File: config.mk
export PLATFORM = sky130hd
export DESIGN_NAME = fetch_unit
export DESIGN_NICKNAME = d
export VERILOG_FILES = /design/src/rtl/fetch_unit_pkg.sv /design/src/rtl/fetch_unit_pc_next_sel.sv /design/src/rtl/fetch_unit.sv
export SDC_FILE = /design/constraint.sdc
export NUM_CORES = 1
export LEC_CHECK = 0
export BUFFER_PORTS_ARGS = -buffer_cell sky130_fd_sc_hd__clkbuf_2
export CORE_MARGIN = 5
export CORE_UTILIZATION = 53
export DETAILED_ROUTE_END_ITERATION = 12
export PLACE_DENSITY = 0.85
export REMOVE_ABC_BUFFERS = 1
export SYNTH_ARGS = -nofsm -noshare
export SYNTH_HDL_FRONTEND = slang
export SYNTH_SLANG_ARGS = --single-unit
File: constraint.sdc
create_clock -name clk -period 4.1 [get_ports clk]
set_input_delay 0.205 -clock clk [delete_from_list [all_inputs] [get_ports clk]]
set_output_delay 0.205 -clock clk [all_outputs]
set_load 0.005 [all_outputs]
File: src/rtl/fetch_unit_pkg.sv
// Shared core types for the RV32I front end.
// Fetch state, fault codes and common constants.
package core_pkg;

   localparam int XLEN = 32;
   localparam logic [XLEN-1:0] NOP_INSTR = 32'h0000_0013;

   typedef enum logic [1:0] {
      BOOT = 2'd0,
      RUN  = 2'd1,
      HALT = 2'd2
   } fetch_state_t;

   typedef enum logic [1:0] {
      FAULT_NONE     = 2'd0,
      FAULT_MISALIGN = 2'd1,
      FAULT_RANGE    = 2'd2
   } fetch_fault_t;

endpackage

File: src/rtl/fetch_unit_pc_next_sel.sv
// Next-PC selection for the fetch unit.
// Purely combinational; all state lives in fetch_unit.
module pc_next_sel
   import core_pkg::*;
#(
   parameter int unsigned IMEM_BYTES = 1024
) (
   input  logic [XLEN-1:0] pc,
   input  logic            redirect_valid,
   input  logic [XLEN-1:0] redirect_target,
   input  logic            slot_free,
   output logic [XLEN-1:0] pc_next,
   output logic            redir_ok,
   output logic            misalign,
   output logic            range_err,
   output logic            fetch
);

   logic aligned;
   logic in_range;

   assign aligned   = (redirect_target[1:0] == 2'b00);
   assign in_range  = (pc < XLEN'(IMEM_BYTES));
   assign misalign  = redirect_valid & ~aligned;
   assign redir_ok  = redirect_valid & aligned;
   assign range_err = ~redirect_valid & slot_free & ~in_range;
   assign fetch     = ~redirect_valid & slot_free & in_range;

   // redir_ok and fetch are mutually exclusive by construction
   always_comb begin
      pc_next = pc;
      unique case (1'b1)
         redir_ok: pc_next = redirect_target;
         fetch:    pc_next = pc + XLEN'(4);
         default:  pc_next = pc;
      endcase
   end

endmodule

File: src/rtl/fetch_unit.sv
// Instruction fetch stage: owns the PC, drives imem,
// and presents one registered slot to decode.
module fetch_unit
   import core_pkg::*;
#(
   parameter logic [31:0] RESET_PC   = 32'h0000_0000,
   parameter int unsigned IMEM_BYTES = 1024
) (
   input  logic            clk,
   input  logic            rst_n,
   output logic [XLEN-1:0] imem_addr,
   input  logic [XLEN-1:0] imem_instr,
   input  logic            redirect_valid,
   input  logic [XLEN-1:0] redirect_target,
   output logic            out_valid,
   input  logic            out_ready,
   output logic [XLEN-1:0] out_instr,
   output logic [XLEN-1:0] out_pc,
   output logic            fault,
   output logic [1:0]      fault_code,
   output logic [XLEN-1:0] instr_count
);

   fetch_state_t    state_q, state_d;
   fetch_fault_t    code_q, code_d;
   logic [XLEN-1:0] pc_q, pc_d;
   logic [XLEN-1:0] instr_q, instr_d;
   logic [XLEN-1:0] opc_q, opc_d;
   logic [XLEN-1:0] cnt_q, cnt_d;
   logic            valid_q, valid_d;
   logic            fault_q, fault_d;

   logic [XLEN-1:0] pc_next;
   logic            slot_free;
   logic            redir_ok;
   logic            misalign;
   logic            range_err;
   logic            fetch;

   assign slot_free = ~valid_q | out_ready;

   pc_next_sel #(
      .IMEM_BYTES(IMEM_BYTES)
   ) u_sel (
      .pc              (pc_q),
      .redirect_valid  (redirect_valid),
      .redirect_target (redirect_target),
      .slot_free       (slot_free),
      .pc_next         (pc_next),
      .redir_ok        (redir_ok),
      .misalign        (misalign),
      .range_err       (range_err),
      .fetch           (fetch)
   );

   always_comb begin
      state_d = state_q;
      pc_d    = pc_q;
      valid_d = valid_q;
      instr_d = instr_q;
      opc_d   = opc_q;
      fault_d = fault_q;
      code_d  = code_q;
      cnt_d   = cnt_q;
      unique case (state_q)
         BOOT: begin
            state_d = RUN;
            valid_d = 1'b0;
         end
         RUN: begin
            if (valid_q && out_ready)
               cnt_d = cnt_q + XLEN'(1);
            pc_d = pc_next;
            unique case (1'b1)
               misalign: begin
                  state_d = HALT;
                  fault_d = 1'b1;
                  code_d  = FAULT_MISALIGN;
                  valid_d = 1'b0;
               end
               redir_ok: valid_d = 1'b0;
               range_err: begin
                  state_d = HALT;
                  fault_d = 1'b1;
                  code_d  = FAULT_RANGE;
                  valid_d = 1'b0;
               end
               fetch: begin
                  instr_d = imem_instr;
                  opc_d   = pc_q;
                  valid_d = 1'b1;
               end
               default: ;
            endcase
         end
         HALT: valid_d = 1'b0;
         default: state_d = BOOT;
      endcase
   end

   always_ff @(posedge clk) begin
      if (!rst_n) begin
         state_q <= BOOT;
         pc_q    <= RESET_PC;
         valid_q <= 1'b0;
         instr_q <= NOP_INSTR;
         opc_q   <= '0;
         fault_q <= 1'b0;
         code_q  <= FAULT_NONE;
         cnt_q   <= '0;
      end else begin
         state_q <= state_d;
         pc_q    <= pc_d;
         valid_q <= valid_d;
         instr_q <= instr_d;
         opc_q   <= opc_d;
         fault_q <= fault_d;
         code_q  <= code_d;
         cnt_q   <= cnt_d;
      end
   end

   assign imem_addr   = pc_q;
   assign out_valid   = valid_q;
   assign out_instr   = instr_q;
   assign out_pc      = opc_q;
   assign fault       = fault_q;
   assign fault_code  = code_q;
   assign instr_count = cnt_q;

endmodule

==> flow_metrics.tcl, run 1 <==
set metrics [dict create \
    status "completed" \
    ys.flop_type "dfxtp_1" \
    yosys.area_share.simple_pct 25.9 \
    wl_met3_um 1290 \
    yosysUniqueCellTypes 46 \
    required_ps 4480 \
    top_layer_used "met4" \
    via_count 5323 \
    rows 37 \
    setup_violations 0 \
    synth_seq_cells 134 \
    ant_nets 0 \
    crit_path_start_kind "register" \
    muxShareOfSynthArea_pct 3.29 \
    antenna_found_initial 0 \
    cts.repair.resized 0 \
    cts-buffers-inserted 17 \
    die_y_um 112 \
    cpMaxStageDelayCell "or3_2" \
    synth_edf_count 0 \
    drt_wl_total_um 16200 \
    power_density_mw_per_mm2 475 \
    post_route_cells_drive_above_1_share_pct 28.6 \
    start_util_pct 53.6 \
    p_leak_nw 3.48 \
    arrival_ps 3200 \
    cts.htree.levels 4 \
    synthCells 610 \
    vias_per_cell 5.35 \
    fin_nets 916 \
    slew_viol_final 0 \
    avgSynthCellArea_um2 8.99 \
    die_w_um 112 \
    synth_top_family_by_area "simple AND/OR/NAND/NOR gates" \
    rsz0062_at_grt "no" \
    core_mm2 0.0102 \
    skew_ps 10.4 \
    cap_violations 0 \
    crit_path_end_kind "register" \
    clk_latency_ps 510 \
    dp_cells 909 \
    post-dp-hpwl_um 10100 \
    pre_cts_ws_ps 1360 \
    wl_met2_um 7940 \
    setup_ws_ps 1280 \
    postCtsSetupRepairBufs 0 \
    clock.fmax_ghz 0.354 \
    yosysTopAreaCell "dfxtp_1" \
    antenna_cells 0 \
    synth_fa_ha_area_share_pct 0.456 \
    power.total_mw 3.63 \
    m1WireLength_um 6570 \
    synth_top_area_share_pct 48.9 \
    dr.pass1.iters 5 \
    fin_cells 995 \
    grt_pass1_wl_um 26600 \
    synth_area_mm2 0.00548 \
    io_pins 200 \
    hp-class "primary input to register" \
    gp_congestion 0.823 \
    grt-ovfl-total 0 \
    finalCritPeriodShare_pct 68.9 \
    drc 0 \
    max_slew_margin_pct 35.1 \
    yosysSeqAreaShare_pct 48.9 \
    synth_compound_area_share_pct 14.4 \
    clk_pin_slew_ps 60 \
    cts_buffer_depth 2 \
    hold_buffers 54 \
    peakVddDrop_mv 0.307 \
    syn2layout_area_growth_pct 39.4 \
    period_minus_slack_ps 2820 \
    io_buffers 199 \
    async_reset_ff_share_pct 0 \
    grt_max_degree 85 \
    drt_iter0_drc 418 \
    crit_chain "nor4_1 > nand4_1 > or3_2 > buf_4 > nand2_1 > a21boi_0" \
    worst_pin_slew_ps 973 \
    crit_type "register to register" \
    grt_pass1_vias 5448 \
    synth_xor_area_share_pct 3.19 \
    yosysWarningCount 0 \
    max_stage_delay_ps 1000 \
    root_buffer "clkbuf_8" \
    setup_tns_ps 0 \
    route.detailed.wl_per_inst_um 16.3 \
    cts.sinks 134 \
    grt_use_total_pct 25.7 \
    hold_viol 0 \
    tritoncts "done" \
    die-area_mm2 0.0125 \
    worstPathMaxFanout 50 \
    ys_top_cells_by_area "dfxtp_1 (49%), nand2_1 (9.0%), a21boi_0 (7.1%)" \
]
-- cells by family after synthesis --
| kind of cell | after synthesis |
|---|---|
| and+or+nand+nor | 288 |
| muxes | 18 |
| xor gates and xnor gates | 20 |
| buffers and inverters | 42 |
| DFF | 134 |
| adders and majority gates | 2 |
| AOI/OAI and AO/OA | 106 |
-- sequential cells by signal, summed over array words and instances (netlist names) --
| name | flops |
|---|---|
| out_instr | 32 |
| imem_addr | 32 |
| instr_count | 32 |
| out_valid | 1 |
| out_pc | 32 |
| fault_code | 2 |
| fault | 1 |
| state_q | 2 |
-- metrics by stage --
| stage | utilization [%] | cell area [um^2] | hold slack [ps] |
|---|---|---|---|
| floorplan | - | 5270 | 277 |
| global placement | 63.5 | 6490 | 416 |
| detailed placement | 63.5 | 6490 | 426 |
| CTS | 74.7 | 7640 | 0.163 |
| global route | 74.7 | 7640 | 14.1 |
| finish | 74.7 | 7640 | 22.4 |
-- metal layers --
metal,GRT usage (%),up-vias
met5,0,-
met4,11.5,0
met3,8.21,41
met2,43.1,228
met1,30.1,2484
li1,-,2570
-- path summary, 6_finish.rpt --
kind                                   start                    endpoint  slack [ps]  cells after the start
setup / recovery  imem_addr[10]$_SDFFE_PN0P_   out_instr[6]$_SDFFE_PN0P_        1280                      6
hold / removal           redirect_target[31]  imem_addr[31]$_SDFFE_PN0P_          20                      3
setup reg to reg  imem_addr[10]$_SDFFE_PN0P_   out_instr[6]$_SDFFE_PN0P_        1280                      6
hold reg to reg   out_instr[29]$_SDFFE_PN0P_  out_instr[29]$_SDFFE_PN0P_         470                      2
-- critical path, delay by kind of cell (launching register included) --
family | cells | cell delay [ps]
AO/OA/AOI/OAI | 1 | 120
buffers and inverters | 1 | 430
AND/OR/NAND/NOR | 4 | 1810
flip-flops | 1 | 330
-- cells in the final DEF, fill, tap and decap left out, types with 7 or more instances in the layout --
| cell | n |
|---|---|
| o22ai_1 | 9 |
| o21ai_0 | 7 |
| and2_1 | 19 |
| xor2_1 | 9 |
| clkbuf_2 | 198 |
| o211ai_1 | 13 |
| nor2_1 | 20 |
| and3_1 | 29 |
| mux2i_1 | 18 |
| nor2b_1 | 10 |
| dlygate4sd3_1 | 54 |
| a21boi_1 | 8 |
| nand4_1 | 9 |
| clkbuf_16 | 16 |
| dfxtp_1 | 134 |
| a21boi_0 | 52 |
| nand2b_1 | 13 |
| nand3_1 | 31 |
| nand2_1 | 132 |
| buf_4 | 7 |
| xnor2_1 | 11 |
-- cell type report --
class	instances	area, um^2
well taps	136	170
multi-input cells	434	2600
repair buffers	259	1580
fillers	672	2590
flip-flops and latches	134	2680
clock inverters	11	149
clock buffers	21	459
-- synth_stat cells, drive strengths merged (9+ instances only) --
library cell	n
xor2	9
nor4	9
nand3	31
nor2	20
mux2i	18
a21boi	60
clkbuf	24
dfxtp	134
o211ai	13
nand2	132
and2	20
o22ai	9
xnor2	11
nand2b	13
and3	29
nand4	9
buf	18
nor2b	10
-- power by group --
part / total, mW / internal [mW] / leakage (nW) / switching (mW)
clock: 1.53 / 0.975 / 0.290 / 0.553
sequential: 1.46 / 1.39 / 1.08 / 0.0722
combinational: 0.641 / 0.265 / 2.10 / 0.376
Power figures use the tool's default switching activity.
==> inputs of run 2 (changes only) <==
- CORE_UTILIZATION: 53 -> 49
- PLACE_DENSITY: 0.85 -> 0.79
- clock period: 4.1 -> 2.9 ns (I/O delays scaled with it)
==> run 2 against run 1 <==
Compared with the run above: utilization down 2.2 points; critical path type unchanged; routed wire length increased by 4.2%; sequential share of layout area shrank 1.1 points; power increased by 53%; register-to-register slack worse by 1100 ps; highest routed layer unchanged.
==> flow_metrics.tcl, run 2 (synthesis results as in run 1) <==
set metrics [dict create \
    post-dp-hpwl_um 10700 \
    period_minus_slack_ps 2710 \
    final_area_mm2 0.00790 \
    arrival_ps 3110 \
    max_stage_delay_ps 600 \
    antenna_cells 0 \
    hp-class "primary input to register" \
    die-area_mm2 0.0134 \
    cpMaxStageDelayCell "dlygate4sd3_1" \
    critPathBufInv 2 \
    io_pins 200 \
    post_route_cells_drive_above_1_share_pct 29.0 \
    place_area_mm2 0.00655 \
    crit_family "simple AND/OR/NAND/NOR gates" \
    root_buffer "clkbuf_8" \
    finalCritPeriodShare_pct 93.6 \
    p_leak_nw 3.60 \
    die_w_um 116 \
    cts.sinks 134 \
    antenna_found_initial 0 \
    fin_nets 933 \
    gp_congestion 0.819 \
    skew_ps 6.69 \
    crit_type "register to register" \
    grt_pass1_vias 5464 \
    final_common_cell "clkbuf_2" \
    crit_path_start_kind "register" \
    worstPathMaxFanout 59 \
    dr.pass1.iters 5 \
    rows 38 \
    syn2layout_area_growth_pct 44.0 \
    grt_max_degree 61 \
    start_util_pct 50.4 \
    cap_violations 0 \
    num-fill-cells 739 \
    tritoncts "done" \
    cts-buffers-inserted 17 \
    clk_latency_ps 520 \
    vias_per_cell 5.40 \
    required_ps 3300 \
    setup_violations 0 \
    status "completed" \
    setup_ws_ps 187 \
    drt_iter0_drc 366 \
    timing.hold.ws_ps 59.3 \
    power_density_mw_per_mm2 706 \
    via_count 5477 \
    die_y_um 116 \
    rsz0062_at_grt "no" \
    ant_nets 0 \
    grt_pass1_wl_um 26500 \
    clk_pin_slew_ps 60 \
    core_mm2 0.0109 \
    slew_viol_final 0 \
    route.detailed.wl_per_inst_um 16.7 \
    grt_use_total_pct 24.9 \
    crit_path_end_kind "register" \
    cts_buffer_depth 2 \
    drc 0 \
    drt_wl_total_um 16900 \
    peakVddDrop_mv 0.438 \
    pre_cts_ws_ps 457 \
    io_buffers 199 \
    clock.fmax_ghz 0.369 \
    max_slew_margin_pct 52.8 \
    grt-ovfl-total 0 \
    worst_pin_slew_ps 702 \
    hold_viol 0 \
    cts.htree.levels 4 \
    crit_chain "nor4_1 > nand4_1 > or3_2 > buf_6 > nand2_1 > nand3_1 > dlygate4sd3_1" \
    power.total_mw 5.57 \
    final_cell_mix "clkbuf_2 (198), dfxtp_1 (134), nand2_1 (132), dlygate4sd3_1 (63), a21boi_0 (52)" \
]
[run 2: cell count changes in the layout (fill, tap and decap cells not counted)]
cell and delta:
clkinv_4 -2, bufinv_16 +4, buf_6 +1, clkinvlp_4 -1
clkbuf_8 -1, clkbuf_1 -1, buf_12 +1, inv_6 +1
buf_4 +6, clkinv_2 -1, dlygate4sd3_1 +9
[run 2: timing repair]
item / CTS / global route
hold buffers: 63 / 0
endpoints found under the hold margin: 62 / 0
gates resized for setup: 0 / 1
setup endpoints to repair: 0 / 1
setup buffers: 0 / 3
[run 2: final cells by class]
| class | count | area, um^2 | area share (%) |
|---|---|---|---|
| Sequential cell | 134 | 2680 | 34.0 |
| Timing Repair Buffer | 276 | 1750 | 22.2 |
| Clock buffer | 19 | 442 | 5.59 |
| Multi-Input combinational cell | 434 | 2600 | 32.9 |
| Tap cell | 140 | 175 | 2.22 |
| Clock inverter | 12 | 248 | 3.14 |
[run 2: final timing paths]
check	start	to	slack (ps)	depth (start not counted)
worst max-delay path	imem_addr[12]$_SDFFE_PN0P_	out_instr[1]$_SDFFE_PN1P_	190	7
worst min-delay path	out_ready	out_valid$_SDFFE_PN0P_	60	4
worst max register to register	imem_addr[12]$_SDFFE_PN0P_	out_instr[1]$_SDFFE_PN1P_	190	7
worst min register to register	out_instr[27]$_SDFFE_PN0P_	out_instr[27]$_SDFFE_PN0P_	460	2
[run 2: layer usage]
layer	routed length, um	vias to the layer above	track usage [%]
met2	8210	250	42.1
met3	1600	56	9.50
met5	0	-	0
met1	6480	2568	27.4
met4	637	0	12.6
li1	-	2603	-
[run 2: where the power goes]
part | switching, mW | internal (mW) | leakage [nW] | total [mW]
registers | 0.100 | 1.96 | 1.08 | 2.06
clock network | 0.790 | 1.70 | 0.331 | 2.49
logic | 0.560 | 0.457 | 2.18 | 1.02
total | 1.45 | 4.12 | 3.60 | 5.57
[run 2: worst reg2reg max path: cells and delay by family (launching register included)]
family        cells  cell delay [ps]
buf+inv           2              850
simple gates      5             1430
flops             1              320
[run 2: through the flow]
stage / cells / TNS (ps) / utilization [%]
detailed placement: 918 / 0 / 60.1
finish: 1015 / 0 / 72.5
global placement: 918 / 0 / 60.1
global route: 1015 / 0 / 72.5
CTS: 1012 / 0 / 72.3
floorplan: 568 / -84510 / -
==> inputs of run 3 (changes only) <==
- ABC_AREA: default -> 1
- CORE_UTILIZATION: 49 -> 51
- PLACE_DENSITY: 0.79 -> 0.81
==> run 3 against run 2 <==
Compared with the run above: clock-buffer cell count up 2; via count rose by 18%; routed wire length increased by 4.5%; worst hold slack worse by 49 ps; global-route usage grew 0.18 points.
==> flow_metrics.tcl, run 3 <==
set metrics [dict create \
    status "completed" \
    yosysTopAreaCell "dfxtp_1" \
    power.total_mw 5.45 \
    r2r-end "out_instr[15]$_SDFFE_PN0P_" \
    cts.repair.resized 0 \
    gp_congestion 0.874 \
    ys.flop_type "dfxtp_1" \
    via_count 6469 \
    worstPathMaxFanout 41 \
    required_ps 3200 \
    setup_violations 0 \
    fin_cells 1240 \
    avgSynthCellArea_um2 7.05 \
    cap_violations 0 \
    route.detailed.wl_per_inst_um 14.3 \
    postCtsSetupRepairBufs 0 \
    period_minus_slack_ps 1900 \
    drt_iter0_drc 521 \
    setup_tns_ps 0 \
    post_route_cells_drive_above_1_share_pct 24.2 \
    cts-buffers-inserted 17 \
    die-area_mm2 0.0141 \
    r2r_start "state_q[1]$_SDFFE_PN0P_" \
    core_mm2 0.0115 \
    yosysSeqAreaShare_pct 44.6 \
    post-dp-hpwl_um 11400 \
    cts_buffer_depth 2 \
    rsz0062_at_grt "no" \
    worst_pin_slew_ps 1040 \
    ff2ff_path_depth 7 \
    async_reset_ff_share_pct 0 \
    clk_pin_slew_ps 60 \
    hp-class "primary input to register" \
    cts.sinks 134 \
    io_buffers 199 \
    root_buffer "clkbuf_16" \
    start_util_pct 52.4 \
    top_layer_used "met4" \
    final_cell_mix "nor2_1 (210), nand2_1 (205), clkbuf_2 (199), dfxtp_1 (134), o21ai_0 (49)" \
    synth_most_common_cell "nor2_1" \
    synth_commonest_cells "nor2_1 (210), nand2_1 (205), dfxtp_1 (134)" \
    grt_pass1_vias 6131 \
    drc 0 \
    cts.htree.levels 4 \
    drt_wl_total_um 17700 \
    skew_ps 5.70 \
    finalCritPeriodShare_pct 65.4 \
    vias_per_cell 5.22 \
    fin_nets 1154 \
    power_density_mw_per_mm2 671 \
    min_delay_path_depth 3 \
    reg2reg_slack_ps 1000 \
    crit_path_start_kind "register" \
    synthCells 853 \
    p_leak_nw 3.65 \
    tritoncts "done" \
    clock.fmax_ghz 0.527 \
    max_slew_margin_pct 30.5 \
    crit_type "register to register" \
    dr.pass1.iters 5 \
    wl_met2_um 8480 \
    syn2layout_area_growth_pct 35.0 \
    wl_met3_um 1390 \
    grt_pass1_wl_um 29400 \
    min_to "out_instr[26]$_SDFFE_PN0P_" \
    final_common_cell "nor2_1" \
    io_pins 200 \
    synth_area_mm2 0.00601 \
    min_from "imem_instr[26]" \
    arrival_ps 2200 \
    setup_ws_ps 1000 \
    yosysWarningCount 0 \
    grt_use_total_pct 25.1 \
    peakVddDrop_mv 0.557 \
    yosysUniqueCellTypes 35 \
    synth_seq_cells 134 \
    ys_top_cells_by_area "dfxtp_1 (45%), nor2_1 (13%), nand2_1 (13%)" \
    grt-ovfl-total 0 \
    slew_viol_final 0 \
    grt_max_degree 77 \
    rows 39 \
    pre_cts_ws_ps 1080 \
    antenna_found_initial 0 \
    die_y_um 119 \
    m1WireLength_um 6980 \
    synth_top_area_share_pct 44.6 \
    clk_latency_ps 420 \
    ant_nets 0 \
    crit_path_end_kind "register" \
    hold_viol 0 \
    die_w_um 119 \
    dp_cells 1163 \
    antenna_cells 0 \
    synth_edf_count 0 \
]
run 3: timing repair:
item                                    in CTS  in global routing
hold buffers                                45                  0
endpoints found under the hold margin       45                  0
endpoints found under the setup margin       0                  0
run 3: cells by family after synthesis:
group           Yosys count  synth area share (%)
compound gates          107                  9.45
simple gates            513                  37.7
fa+ha+maj                 2                 0.416
xor+xnor                  8                  1.17
buf+inv                  89                  6.64
flops                   134                  44.6
run 3: cell type report:
| class | count | area [um^2] |
|---|---|---|
| tap | 143 | 179 |
| multi-input combinational | 630 | 2930 |
| sequential | 134 | 2680 |
| clock inverter | 11 | 171 |
| fill | 915 | 3360 |
| timing repair buffer | 249 | 1480 |
| inverter | 52 | 196 |
| clock buffer | 21 | 470 |
run 3: how the worst max path moves through the flow:
| stage | startpoint | to | slack (ps) | depth (start not counted) |
|---|---|---|---|---|
| final | state_q[1]$_SDFFE_PN0P_ | out_instr[15]$_SDFFE_PN0P_ | 1000 | 7 |
| after detailed placement | state_q[1]$_SDFFE_PN0P_ | out_pc[3]$_SDFFE_PN0P_ | 1080 | 7 |
| after global routing | imem_addr[28]$_SDFFE_PN0P_ | imem_addr[5]$_SDFFE_PN0P_ | 830 | 10 |
| after CTS | imem_addr[28]$_SDFFE_PN0P_ | imem_addr[5]$_SDFFE_PN0P_ | 1030 | 10 |
| after floorplan | imem_addr[28]$_SDFFE_PN0P_ | imem_addr[14]$_SDFFE_PN0P_ | 940 | 10 |
| after global placement | imem_addr[28]$_SDFFE_PN0P_ | out_instr[23]$_SDFFE_PN0P_ | 1130 | 9 |
run 3: where the power goes:
group | switching (mW) | internal (mW) | leakage (nW)
Sequential | 0.119 | 2.00 | 1.09
Clock | 0.806 | 1.51 | 0.310
Combinational | 0.614 | 0.400 | 2.26
Total | 1.54 | 3.91 | 3.65
run 3: routing by layer:
layer  vias to the layer above  GRT usage [%]
met5                         -              0
met4                         0           13.5
met3                        66           7.07
met2                       303           40.8
met1                      2903           30.1
li1                       3197              -
run 3: critical path, cell delays in order, from the launching register on:
cell and delay (ps):
dfxtp_1 300, inv_1 130, nand2_4 120, inv_2 300, nand3_4 260, buf_4 320, o21ai_0 260, nor2_1 70
run 3: through the flow:
step / utilization, % / instance area, um^2 / hold WS, ps
finish: 70.7 / 8110 / 10.2
global route: 70.7 / 8110 / 7.56
CTS: 70.7 / 8110 / 0.231
detailed placement: 61.2 / 7020 / 347
global placement: 61.2 / 7020 / 345
floorplan: - / 5810 / 230
